File: src/rtl/arb_mux_4to1_if.sv
// ---------------------------------------------------------------------------
// arb_mux_4to1_if
// Bundle of the request/data/handshake signals between four requesters, the
// round-robin arbiter, and the single downstream consumer.
//
// Signals:
//   req[3:0]        requester i has valid data (0=a, 1=b, 2=c, 3=d)
//   a, b, c, d      requester data words, ANCHO bits each
//   gnt[3:0]        one-hot grant; the granted word is taken at this edge
//   out             registered selected word
//   sel[1:0]        index of the requester whose word sits in out
//   out_valid       out/sel hold an unconsumed word
//   out_ready       consumer accepts the word when out_valid is also high
//   lock            (only with ARB_LOCK_EN) burst request on the current grant
//
// Modports:
//   master  requester/consumer side (drives req, data, out_ready, lock)
//   slave   arbiter side (drives gnt, out, sel, out_valid)
// ---------------------------------------------------------------------------
interface arb_mux_4to1_if #(
    parameter int ANCHO = 8
);
    logic [3:0]       req;
    logic [ANCHO-1:0] a;
    logic [ANCHO-1:0] b;
    logic [ANCHO-1:0] c;
    logic [ANCHO-1:0] d;
    logic [3:0]       gnt;
    logic [ANCHO-1:0] out;
    logic [1:0]       sel;
    logic             out_valid;
    logic             out_ready;
`ifdef ARB_LOCK_EN
    logic             lock;
`endif

    modport master (
`ifdef ARB_LOCK_EN
        output lock,
`endif
        output req, a, b, c, d, out_ready,
        input  gnt, out, sel, out_valid
    );

    modport slave (
`ifdef ARB_LOCK_EN
        input  lock,
`endif
        input  req, a, b, c, d, out_ready,
        output gnt, out, sel, out_valid
    );
endinterface

File: src/rtl/arb_mux_4to1.sv
// ---------------------------------------------------------------------------
// arb_mux_4to1
// Round-robin arbiter in front of a 4:1 data mux with a one-entry registered
// output stage. One requester is selected per accepted transfer, its word is
// captured into out, and the consumer takes it through a valid/ready
// handshake. A word can be consumed and the next one loaded in the same
// cycle, so throughput is one word per cycle.
//
// Ports:
//   clk   system clock, all state changes on the rising edge
//   rst   synchronous, active-high reset
//   bus   arb_mux_4to1_if.slave (req, a..d, gnt, out, sel, out_valid,
//         out_ready, and lock when enabled)
//
// Configuration:
//   ARB_LOCK_EN  when defined, adds the lock input: a grant taken with
//                lock=1 keeps ownership on that requester until it is granted
//                with lock=0, or until the slot is free and it stops
//                requesting.
// ---------------------------------------------------------------------------
module arb_mux_4to1 #(
    parameter int ANCHO = 8
) (
    input  logic           clk,
    input  logic           rst,
    arb_mux_4to1_if.slave  bus
);

    typedef enum logic {
        EMPTY = 1'b0,
        FULL  = 1'b1
    } stage_t;

    stage_t           state_q, state_d;
    logic [1:0]       ptr_q, ptr_d;
    logic [ANCHO-1:0] out_q;
    logic [1:0]       sel_q;

    logic             slot_free;
    logic [3:0]       req_eff;
    logic [1:0]       gnt_idx;
    logic             found;
    logic             grant_any;
    logic [3:0]       gnt_vec;
    logic [ANCHO-1:0] mux_out;

`ifdef ARB_LOCK_EN
    logic             locked_q, locked_d;
    logic [1:0]       owner_q, owner_d;
`endif

    // State register for the output stage, the rotation pointer and the
    // lock ownership; everything returns to its idle value on reset.
    always_ff @(posedge clk) begin
        if (rst) begin
            state_q  <= EMPTY;
            ptr_q    <= 2'd3;
`ifdef ARB_LOCK_EN
            locked_q <= 1'b0;
            owner_q  <= 2'd0;
`endif
        end else begin
            state_q  <= state_d;
            ptr_q    <= ptr_d;
`ifdef ARB_LOCK_EN
            locked_q <= locked_d;
            owner_q  <= owner_d;
`endif
        end
    end

    // Grant selection. The search walks ptr+1, ptr+2, ptr+3, ptr; walking the
    // offsets from far to near and overwriting leaves the nearest hit, which
    // gives the round-robin priority. Only req, ptr, the stage flag, ready and
    // the lock state feed this path, never the data words.
    always_comb begin
        slot_free = (state_q == EMPTY) || bus.out_ready;
        req_eff   = bus.req;
`ifdef ARB_LOCK_EN
        if (locked_q) begin
            req_eff = bus.req & (4'b0001 << owner_q);
        end
`endif
        gnt_idx = ptr_q;
        found   = 1'b0;
        for (int off = 4; off >= 1; off--) begin
            if (req_eff[ptr_q + 2'(off)]) begin
                gnt_idx = ptr_q + 2'(off);
                found   = 1'b1;
            end
        end
        grant_any = found && slot_free && !rst;
        gnt_vec   = grant_any ? (4'b0001 << gnt_idx) : 4'b0000;
    end

    // Next-state logic of the output stage: a grant always fills it (even if
    // the old word is being consumed this same cycle); a consume with no new
    // grant empties it. The pointer only moves on a grant, so a requester
    // that drops req before being served is skipped without side effects.
    always_comb begin
        state_d = state_q;
        ptr_d   = ptr_q;
        if (grant_any) begin
            state_d = FULL;
            ptr_d   = gnt_idx;
        end else if ((state_q == FULL) && bus.out_ready) begin
            state_d = EMPTY;
        end
    end

`ifdef ARB_LOCK_EN
    // Lock ownership: each grant re-evaluates lock for the granted index; an
    // owner that stops requesting while the slot could take a word gives the
    // lock up so the others are not starved.
    always_comb begin
        locked_d = locked_q;
        owner_d  = owner_q;
        if (grant_any) begin
            locked_d = bus.lock;
            owner_d  = gnt_idx;
        end else if (locked_q && slot_free && !bus.req[owner_q]) begin
            locked_d = 1'b0;
        end
    end
`endif

    // Shared 4:1 datapath, steered by the grant index.
    always_comb begin
        mux_out = '0;
        case (gnt_idx)
            2'd0:    mux_out = bus.a;
            2'd1:    mux_out = bus.b;
            2'd2:    mux_out = bus.c;
            default: mux_out = bus.d;
        endcase
    end

    // Output word and its source index are captured only on a grant, so a
    // plain consume leaves the last word visible with out_valid low.
    always_ff @(posedge clk) begin
        if (rst) begin
            out_q <= '0;
            sel_q <= 2'd0;
        end else if (grant_any) begin
            out_q <= mux_out;
            sel_q <= gnt_idx;
        end
    end

    assign bus.gnt       = gnt_vec;
    assign bus.out       = out_q;
    assign bus.sel       = sel_q;
    assign bus.out_valid = (state_q == FULL);

endmodule
File: src/flat_wrapper.sv
// flat-port wrapper written by rule: the top's interface ports become plain ports
module arb_mux_4to1_flat 
#(
    parameter int ANCHO = 8
)
  (clk, rst, bus_req, bus_a, bus_b, bus_c, bus_d, bus_out_ready, bus_gnt, bus_out, bus_sel, bus_out_valid);
  arb_mux_4to1_if #(.ANCHO(ANCHO)) bus_i ();
  input  logic clk;
  input  logic rst;
  input wire logic [$bits(bus_i.req)-1:0] bus_req;
  input wire logic [$bits(bus_i.a)-1:0] bus_a;
  input wire logic [$bits(bus_i.b)-1:0] bus_b;
  input wire logic [$bits(bus_i.c)-1:0] bus_c;
  input wire logic [$bits(bus_i.d)-1:0] bus_d;
  input wire logic [$bits(bus_i.out_ready)-1:0] bus_out_ready;
  output wire logic [$bits(bus_i.gnt)-1:0] bus_gnt;
  output wire logic [$bits(bus_i.out)-1:0] bus_out;
  output wire logic [$bits(bus_i.sel)-1:0] bus_sel;
  output wire logic [$bits(bus_i.out_valid)-1:0] bus_out_valid;
  assign bus_i.req = bus_req;
  assign bus_i.a = bus_a;
  assign bus_i.b = bus_b;
  assign bus_i.c = bus_c;
  assign bus_i.d = bus_d;
  assign bus_i.out_ready = bus_out_ready;
  assign bus_gnt = bus_i.gnt;
  assign bus_out = bus_i.out;
  assign bus_sel = bus_i.sel;
  assign bus_out_valid = bus_i.out_valid;
  arb_mux_4to1 #(.ANCHO(ANCHO)) u_core (.clk(clk), .rst(rst), .bus(bus_i));
endmodule
File: config.mk
export PLATFORM = sky130hd
export DESIGN_NAME = arb_mux_4to1_flat
export DESIGN_NICKNAME = d
export VERILOG_FILES = /design/src/rtl/arb_mux_4to1_if.sv /design/src/rtl/arb_mux_4to1.sv /design/src/flat_wrapper.sv
export SDC_FILE = /design/constraint.sdc
export NUM_CORES = 1
export LEC_CHECK = 0
export ABC_AREA = 1
export CORE_ASPECT_RATIO = 0.75
export CORE_MARGIN = 10
export CORE_UTILIZATION = 43
export DETAILED_ROUTE_END_ITERATION = 10
export GPL_TIMING_DRIVEN = 0
export HOLD_SLACK_MARGIN = 0.03
export PLACE_DENSITY = 0.95
export SETUP_SLACK_MARGIN = 0.15
export SYNTH_ARGS = -nofsm -noshare
export SYNTH_HDL_FRONTEND = slang
export SYNTH_SLANG_ARGS = --single-unit
File: constraint.sdc
create_clock -name clk -period 2.9 [get_ports clk]
set_input_delay 0.58 -clock clk [delete_from_list [all_inputs] [get_ports clk]]
set_output_delay 0.58 -clock clk [all_outputs]
set_load 0.03 [all_outputs]
==> results of run 1 <==
-- cells in the final DEF, fill, tap and decap left out, types with 3 or more instances in the layout --
master,netlist,layout
sky130_fd_sc_hd__nand2_1,53,47
sky130_fd_sc_hd__clkdlybuf4s50_1,0,45
sky130_fd_sc_hd__inv_1,17,15
sky130_fd_sc_hd__buf_4,2,15
sky130_fd_sc_hd__nand3_1,14,13
sky130_fd_sc_hd__dfxtp_1,13,13
sky130_fd_sc_hd__nand2_2,8,9
sky130_fd_sc_hd__nand4_1,8,8
sky130_fd_sc_hd__nand3b_1,8,8
sky130_fd_sc_hd__nand2_4,2,7
sky130_fd_sc_hd__a21oi_2,7,7
sky130_fd_sc_hd__inv_2,5,6
sky130_fd_sc_hd__buf_6,3,5
sky130_fd_sc_hd__o21ai_0,5,5
sky130_fd_sc_hd__nor2_1,5,4
sky130_fd_sc_hd__o21ai_1,4,4
sky130_fd_sc_hd__o21bai_1,4,4
sky130_fd_sc_hd__nor2_2,2,3
sky130_fd_sc_hd__a21oi_1,3,3
sky130_fd_sc_hd__clkbuf_4,0,3
-- sequential cells by signal, indices dropped and copies added (netlist names) --
| register | cells |
|---|---|
| u_core.bus.out_valid | 1 |
| u_core.bus.sel | 2 |
| u_core.bus.out | 8 |
| u_core.ptr_q | 2 |
-- power by group through the flow --
stage | sequential, mW | combinational (mW) | clock [mW]
6_report | 0.315 | 2.34 | 0.119
2_1_floorplan | 0.442 | 1.17 | 0
4_1_cts | 0.312 | 2.08 | 0.116
3_5_place_dp | 0.316 | 1.79 | 0
5_1_grt | 0.327 | 2.50 | 0.132
3_3_place_gp | 0.311 | 1.75 | 0
-- layout make-up --
cell class,count,area [sq um],share of cell area
Timing Repair Buffer,65,617,0.329
Clock buffer,4,26.3,0.0140
Multi-Input combinational cell,129,761,0.406
Tap cell,34,42.5,0.0227
Inverter,22,85.1,0.0454
Buffer,8,83.8,0.0447
Sequential cell,13,260,0.139
-- worst max path at each step --
| stage | start | cells past startpoint | endpoint |
|---|---|---|---|
| detailed placement | bus_req[1] | 13 | bus_gnt[1] |
| finish | bus_req[1] | 13 | bus_gnt[1] |
| global route | u_core.ptr_q[1] | 11 | bus_gnt[3] |
| floorplan | bus_req[1] | 11 | bus_gnt[0] |
| CTS | bus_req[2] | 11 | bus_gnt[3] |
| global placement | bus_req[1] | 13 | bus_gnt[3] |
-- cell usage after synthesis, types with 2 or more instances --
cell / n
sky130_fd_sc_hd__a21oi_1: 3
sky130_fd_sc_hd__a21oi_2: 7
sky130_fd_sc_hd__and2_1: 2
sky130_fd_sc_hd__buf_2: 2
sky130_fd_sc_hd__buf_4: 2
sky130_fd_sc_hd__buf_6: 3
sky130_fd_sc_hd__dfxtp_1: 13
sky130_fd_sc_hd__inv_1: 17
sky130_fd_sc_hd__inv_2: 5
sky130_fd_sc_hd__nand2_1: 53
sky130_fd_sc_hd__nand2_2: 8
sky130_fd_sc_hd__nand2_4: 2
sky130_fd_sc_hd__nand3_1: 14
sky130_fd_sc_hd__nand3b_1: 8
sky130_fd_sc_hd__nand4_1: 8
sky130_fd_sc_hd__nor2_1: 5
sky130_fd_sc_hd__nor2_2: 2
sky130_fd_sc_hd__o21ai_0: 5
sky130_fd_sc_hd__o21ai_1: 4
sky130_fd_sc_hd__o21bai_1: 4
-- cell families after synthesis --
logic type	count (synthesis)	share of synthesized area
AND/OR/NAND/NOR	105	0.484
buffers and inverters	30	0.132
flip-flops	13	0.237
AO/OA/AOI/OAI	24	0.146
-- layer usage --
metal	wire length, microns	global-route usage	share of wire	up-vias
met5	0	0	0	-
met1	1690	0.182	0.36	687
met4	150	0.0692	0.032	0
met3	456	0.0567	0.098	16
met2	2340	0.301	0.50	100
li1	-	-	-	697
-- worst min-delay path: stages, from the launching register on --
cell,delay (ns)
sky130_fd_sc_hd__dfxtp_1,0.31
sky130_fd_sc_hd__nand2_1,0.06
sky130_fd_sc_hd__a21oi_1,0.05
-- through the flow --
| stage | hold WS, ns | TNS (ns) |
|---|---|---|
| finish | 0.474 | 0 |
| global route | 0.499 | 0 |
| CTS | 0.470 | 0 |
| detailed placement | 0.460 | -2.27 |
| global placement | 0.449 | -1.95 |
| floorplan | 0.552 | 0 |
-- timing repair --
item                                    in CTS  in global routing
gates cloned                                 0                  0
pin swaps                                   14                  4
resized for setup                           43                 13
endpoints found under the setup margin       4                  4
buffers inserted                             9                  3
==> impl_metrics.py, run 1 <==
metrics = {
    "yosys": {
        "synth.net_count": 211,
        "yosysTopAreaCellShare": 0.237,
        "ys_async_sr_fraction": 0,
        "synthesis.area_per_instance_sq_um": 6.37,
        "synth.ff_latch_count": 13,
        "synth_sequential_area_ratio": 0.237,
        "mappedNetlistArea_sq_um": 1100,
        "postSynthCellCount": 172,
        "synthTopCellsByArea": "sky130_fd_sc_hd__dfxtp_1 (24%), sky130_fd_sc_hd__nand2_1 (18%), sky130_fd_sc_hd__nand3_1 (6.4%)",
        "yosys.cell_types.count": 25,
        "synth_enable_flop_cells": 0,
        "yosysTopAreaCell": "sky130_fd_sc_hd__dfxtp_1",
        "yosys_warnings": 0,
        "postSynth.topFlopCell": "sky130_fd_sc_hd__dfxtp_1",
    },
    "grt": {
        "groute.usage.overall": 0.170,
        "grt_overflow": 0,
        "antenna_found_initial": 0,
        "grt_first_pass_wirelength_microns": 6960,
        "grt_pass1_vias": 1492,
        "grt_start_max_net_pins": 11,
    },
    "status": {
        "run_status": "finished, final reports clean",
    },
    "worst_setup_path": {
        "cp_cell_sequence": "dlygate4sd2_1 -> inv_2 -> o21ai_2 -> nand2_1 -> nand2_4 -> nand2_4 -> nand2_4 -> nand2_4 -> nand2_4 -> buf_8 -> nand2_4 -> nor2_1 -> buf_4",
        "cpLargestDelayFamily": "simple AND/OR/NAND/NOR gates",
        "worst_ep_required_time_ns": 2.32,
        "setup.reg_to_reg.worst_slack_ns": 0.87,
        "timing.critical_path.from_type": "input pin",
        "timing.critical_path.slowest_cell_delay_ns": 0.23,
        "setup_crit_end_kind": "primary output",
        "crit-reg2reg-capture": "u_core.bus.out[2]",
        "critical_path.max_fanout": 5,
        "path_buf_inv": 4,
        "timing.setup.critical_path_class": "in -> out",
        "critical-path-top-cell-by-count": "sky130_fd_sc_hd__nand2_4",
        "timing.critical_path.slowest_stage_cell": "sky130_fd_sc_hd__dlygate4sd2_1",
        "timing.rr.start": "u_core.ptr_q[1]",
        "rr_worst_depth": 15,
        "worstPathArrival_ns": 2.05,
    },
    "place": {
        "routabilityCongestion": 0.824,
        "detailed_place_hpwl_microns": 2960,
        "placement.cell_area_sq_um": 1670,
        "place_ws_ns": -0.601,
        "placement.io_buffers": 53,
        "placed_cells_incl_taps": 259,
    },
    "route": {
        "route.antenna.remaining_nets": 0,
        "detail_route.drc_violations": 0,
        "routed_wl_microns": 4640,
        "number_of_optimization_iterations_in_the_first_detailed_route_pass": 4,
        "avgViaCountPerCell": 5.45,
        "drt_iter0_markers": 115,
        "detail_route.wl_per_cell_microns": 16.9,
        "vias": 1500,
    },
    "clock_network": {
        "cts_tree": "yes",
        "cts.clk_slew.worst_paths_ns": 0.08,
        "cts_buffers": 3,
        "h-tree-depth": 1,
        "cts_max_path_buffers": 2,
        "worst_skew_pair.late_latency_ns": 0.29,
        "clock_sink_count": 13,
        "ctsRootBufferMaster": "sky130_fd_sc_hd__clkbuf_4",
        "total_of_hold_buffers_inserted_after_clock_tree_synthesis": 0,
    },
    "min_path": {
        "whs_endpoint": "u_core.bus.sel[1]",
        "timing.hold.worst.class": "reg -> reg",
        "min_delay_path_depth": 2,
        "worstHoldStart": "u_core.bus.sel[1]",
    },
    "floorplanning": {
        "core-area_sq_um": 2360,
        "fp.dieW_microns": 78.3,
        "die_h_microns": 63.7,
        "top_level_ports": 54,
        "floorplan.rows": 15,
        "initial_utilization": 0.463,
        "design.die.area_sq_um": 4990,
    },
    "power_and_ir_drop": {
        "pwr-share-seq": 0.113,
        "leakage_nw": 0.876,
        "swShare": 0.542,
        "cellInternalPower_mw": 1.27,
        "power.total_mw": 2.78,
        "power_share_of_the_combinational_group": 0.844,
        "clock_power_share": 0.043,
        "switchingPower_mw": 1.50,
        "peakVddDrop_mv": 0.943,
        "powerDensity_nw_per_um2": 1480,
    },
    "finish": {
        "final_cells": 275,
        "area_growth_syn_to_layout_pct": 71.1,
        "post-route-cell-area_sq_um": 1880,
        "postLayoutCoreUtil": 0.793,
        "final_layout_size_suffix_gt1_frac": 0.270,
        "design.final.nets": 281,
        "n_antenna_cell": 0,
        "n_fill_cell": 161,
    },
    "sta": {
        "worst_skew_ns": 0.00903,
        "timing.final.ws_setup_ns": 0.269,
        "clock_period_minus_final_worst_setup_slack_ns": 2.63,
        "report.final.setup_viol": 0,
        "max_freq_ghz": 0.380,
        "min_period_over_period": 0.907,
        "timing_hold_violations_final": 0,
        "rsz0062_at_grt": "false",
        "slew_viol_final": 0,
        "headroom_to_the_max_slew_limit": 0.562,
        "timing_worst_slew_pin_value_ns": 0.657,
    },
    "run": {
        "max_cap_viol_count": 0,
    },
}
(Power assumes the default switching activity.)
==> inputs of run 2 (changes only) <==
--- a/config.mk
+++ b/config.mk
@@ -6,7 +6,7 @@
 export NUM_CORES = 1
 export LEC_CHECK = 0
 export ABC_AREA = 1
-export CORE_ASPECT_RATIO = 0.75
+export CORE_ASPECT_RATIO = 1.75
 export CORE_MARGIN = 10
 export CORE_UTILIZATION = 43
 export DETAILED_ROUTE_END_ITERATION = 10
==> run 2 against run 1 <==
Flip-flop and latch count unchanged. Clock skew increased by 0.0022 ns. First-iteration DRC count decreased by 42%. Maximum frequency increased by 1.9%. Cell count decreased by 1.1%. Sequential power about the same. Global-route usage decreased by 0.31 points. Core utilization increased by 1.7 points. Count of clock-buffer cells in the layout unchanged. Via count increased by 2.0%. Highest routed layer unchanged. Largest power group unchanged.
==> impl_metrics.py, run 2 (synthesized netlist as in run 1, its figures left out) <==
metrics = {
    "route": {
        "avgViaCountPerCell": 5.63,
        "detail_route.drc_violations": 0,
        "detail_route.wl_per_cell_microns": 19.1,
        "routed_wl_microns": 5200,
        "number_of_optimization_iterations_in_the_first_detailed_route_pass": 4,
        "route.antenna.remaining_nets": 0,
        "drt_iter0_markers": 67,
        "vias": 1530,
    },
    "min_path": {
        "timing.hold.worst.class": "reg -> reg",
        "worstHoldStart": "u_core.bus.sel[0]",
        "min_delay_path_depth": 2,
        "whs_endpoint": "u_core.bus.sel[0]",
    },
    "sta": {
        "max_freq_ghz": 0.387,
        "headroom_to_the_max_slew_limit": 0.537,
        "timing_worst_slew_pin_value_ns": 0.695,
        "fin_hold_ws_ns": 0.461,
        "report.final.setup_viol": 0,
        "rsz0062_at_grt": "false",
        "timing.final.ws_setup_ns": 0.318,
        "timing_hold_violations_final": 0,
        "slew_viol_final": 0,
        "worst_skew_ns": 0.0112,
        "clock_period_minus_final_worst_setup_slack_ns": 2.58,
        "finalSetupTns_ns": 0,
        "min_period_over_period": 0.890,
    },
    "place": {
        "placement.cell_area_sq_um": 1660,
        "place_ws_ns": -0.527,
        "placed_cells_incl_taps": 251,
        "placement.io_buffers": 53,
        "routabilityCongestion": 0.833,
        "detailed_place_hpwl_microns": 2920,
    },
    "run": {
        "max_cap_viol_count": 0,
    },
    "finish": {
        "post-route-cell-area_sq_um": 1990,
        "number_of_flip_flops_under_the_largest_register_name": 8,
        "design.final.nets": 286,
        "layout.cells.most_common_list": "sky130_fd_sc_hd__nand2_1 (47), sky130_fd_sc_hd__clkdlybuf4s50_1 (45), sky130_fd_sc_hd__buf_4 (17)",
        "postLayoutCoreUtil": 0.810,
        "final_layout_size_suffix_gt1_frac": 0.289,
        "n_antenna_cell": 0,
        "n_fill_cell": 147,
        "final_cells": 272,
        "area_used_by_multi_input_combinational_logic_sq_um": 797,
        "area_growth_syn_to_layout_pct": 82.0,
        "final-seq-area_sq_um": 260,
        "layout_commonest_cell": "sky130_fd_sc_hd__nand2_1",
    },
    "clock_network": {
        "cts_tree": "yes",
        "clock_sink_count": 13,
        "h-tree-depth": 1,
        "cts_max_path_buffers": 2,
        "worst_skew_pair.late_latency_ns": 0.26,
        "ctsRootBufferMaster": "sky130_fd_sc_hd__clkbuf_8",
        "cts.clk_slew.worst_paths_ns": 0.07,
        "total_of_hold_buffers_inserted_after_clock_tree_synthesis": 0,
        "cts_buffers": 3,
    },
    "power_and_ir_drop": {
        "leakage_nw": 0.938,
        "peakVddDrop_mv": 1.09,
        "swShare": 0.536,
        "pwr-share-seq": 0.102,
        "powerDensity_nw_per_um2": 1560,
        "switchingPower_mw": 1.66,
        "cellInternalPower_mw": 1.44,
        "power.total_mw": 3.11,
        "clock_power_share": 0.056,
        "power_share_of_the_combinational_group": 0.841,
    },
    "grt": {
        "grt_use_met3": 0.0278,
        "grt_start_max_net_pins": 11,
        "grt_first_pass_wirelength_microns": 6860,
        "globalRouteMet2Util": 0.306,
        "antenna_found_initial": 0,
        "groute.usage.overall": 0.167,
        "grt_pass1_vias": 1472,
        "grt_util_met1": 0.173,
        "grt_overflow": 0,
        "busiest_layer": "met2",
    },
    "worst_setup_path": {
        "timing.critical_path.slowest_stage_cell": "sky130_fd_sc_hd__dfxtp_1",
        "timing.setup.critical_path_class": "reg -> out",
        "path_buf_inv": 3,
        "crit-reg2reg-capture": "u_core.bus.out[4]",
        "timing.rr.start": "u_core.ptr_q[1]",
        "cp_cell_sequence": "inv_2 -> nand2_1 -> nand2_2 -> nand2_4 -> nand2_4 -> nor4_4 -> nor2_2 -> buf_6 -> nand2_8 -> nor2_2 -> buf_4",
        "worstPathArrival_ns": 2.00,
        "critical_path.max_fanout": 6,
        "cpLargestDelayFamily": "simple AND/OR/NAND/NOR gates",
        "rr_worst_depth": 16,
        "timing.critical_path.from_type": "register",
        "timing.critical_path.slowest_cell_delay_ns": 0.47,
        "setup.reg_to_reg.worst_slack_ns": 0.75,
        "setup_crit_end_kind": "primary output",
        "worst_ep_required_time_ns": 2.32,
    },
    "floorplanning": {
        "fp.dieW_microns": 58.2,
        "core-area_sq_um": 2460,
        "design.die.area_sq_um": 5050,
        "initial_utilization": 0.445,
        "top_level_ports": 54,
        "floorplan.rows": 24,
        "die_h_microns": 86.8,
    },
    "status": {
        "run_status": "finished, final reports clean",
    },
}
run 2: changes by cell type in the layout (fill, tap and decap cells not counted), sizes merged:
cell | previous run | this run
buf | 23 | 27
dlymetal6s2s | 2 | 3
dlygate4sd2 | 2 | 1
clkbuf | 5 | 6
run 2: worst max-delay path by stage:
stage / startpoint / end / cells past startpoint
2_1_floorplan: bus_req[1] / bus_gnt[0] / 11
3_3_place_gp: bus_req[1] / bus_gnt[3] / 13
3_5_place_dp: bus_req[1] / bus_gnt[3] / 13
4_1_cts: bus_req[2] / bus_gnt[2] / 13
5_1_grt: bus_req[1] / bus_gnt[0] / 11
6_report: u_core.ptr_q[1] / bus_gnt[1] / 11
run 2: worst register-to-register path, stage by stage, from the launching register on:
cell	delay (ns)
sky130_fd_sc_hd__dfxtp_1	0.47
sky130_fd_sc_hd__inv_2	0.09
sky130_fd_sc_hd__nand2_1	0.10
sky130_fd_sc_hd__nand2_2	0.08
sky130_fd_sc_hd__nand2_4	0.08
sky130_fd_sc_hd__nand2_1	0.06
sky130_fd_sc_hd__nand2_1	0.10
sky130_fd_sc_hd__nand2_2	0.07
sky130_fd_sc_hd__nand2_4	0.12
sky130_fd_sc_hd__inv_8	0.05
sky130_fd_sc_hd__buf_4	0.15
sky130_fd_sc_hd__clkbuf_16	0.15
sky130_fd_sc_hd__buf_4	0.13
sky130_fd_sc_hd__o21ai_1	0.12
sky130_fd_sc_hd__nand3_1	0.09
sky130_fd_sc_hd__nand2_1	0.08
sky130_fd_sc_hd__a21oi_2	0.05
run 2: final cells by class:
type,count,share of cell area
inverter,22,0.0464
timing repair buffer,70,0.343
tap,26,0.0163
sequential,13,0.130
multi-input combinational,129,0.400
clock buffer,4,0.0226
buffer,8,0.0420
run 2: power groups by stage:
stage                     Combinational, mW  Sequential [mW]  Clock, mW
final                                  2.61            0.318      0.174
after floorplan                        1.17            0.442          0
after global placement                 1.75            0.311          0
after CTS                              2.10            0.311      0.166
after global routing                   2.76            0.324      0.179
after detailed placement               1.80            0.313          0
run 2: metal layers:
| layer | part of all wire | vias to the layer above |
|---|---|---|
| met5 | 0 | - |
| met4 | 0.057 | 0 |
| met3 | 0.066 | 27 |
| met2 | 0.54 | 79 |
| met1 | 0.34 | 719 |
| li1 | - | 705 |
run 2: repair_timing:
item | 4_1_cts | 5_1_grt
setup endpoints to repair | 4 | 4
pin swaps | 14 | 14
setup buffers | 11 | 5
resized for setup | 42 | 25
cloned | 0 | 1
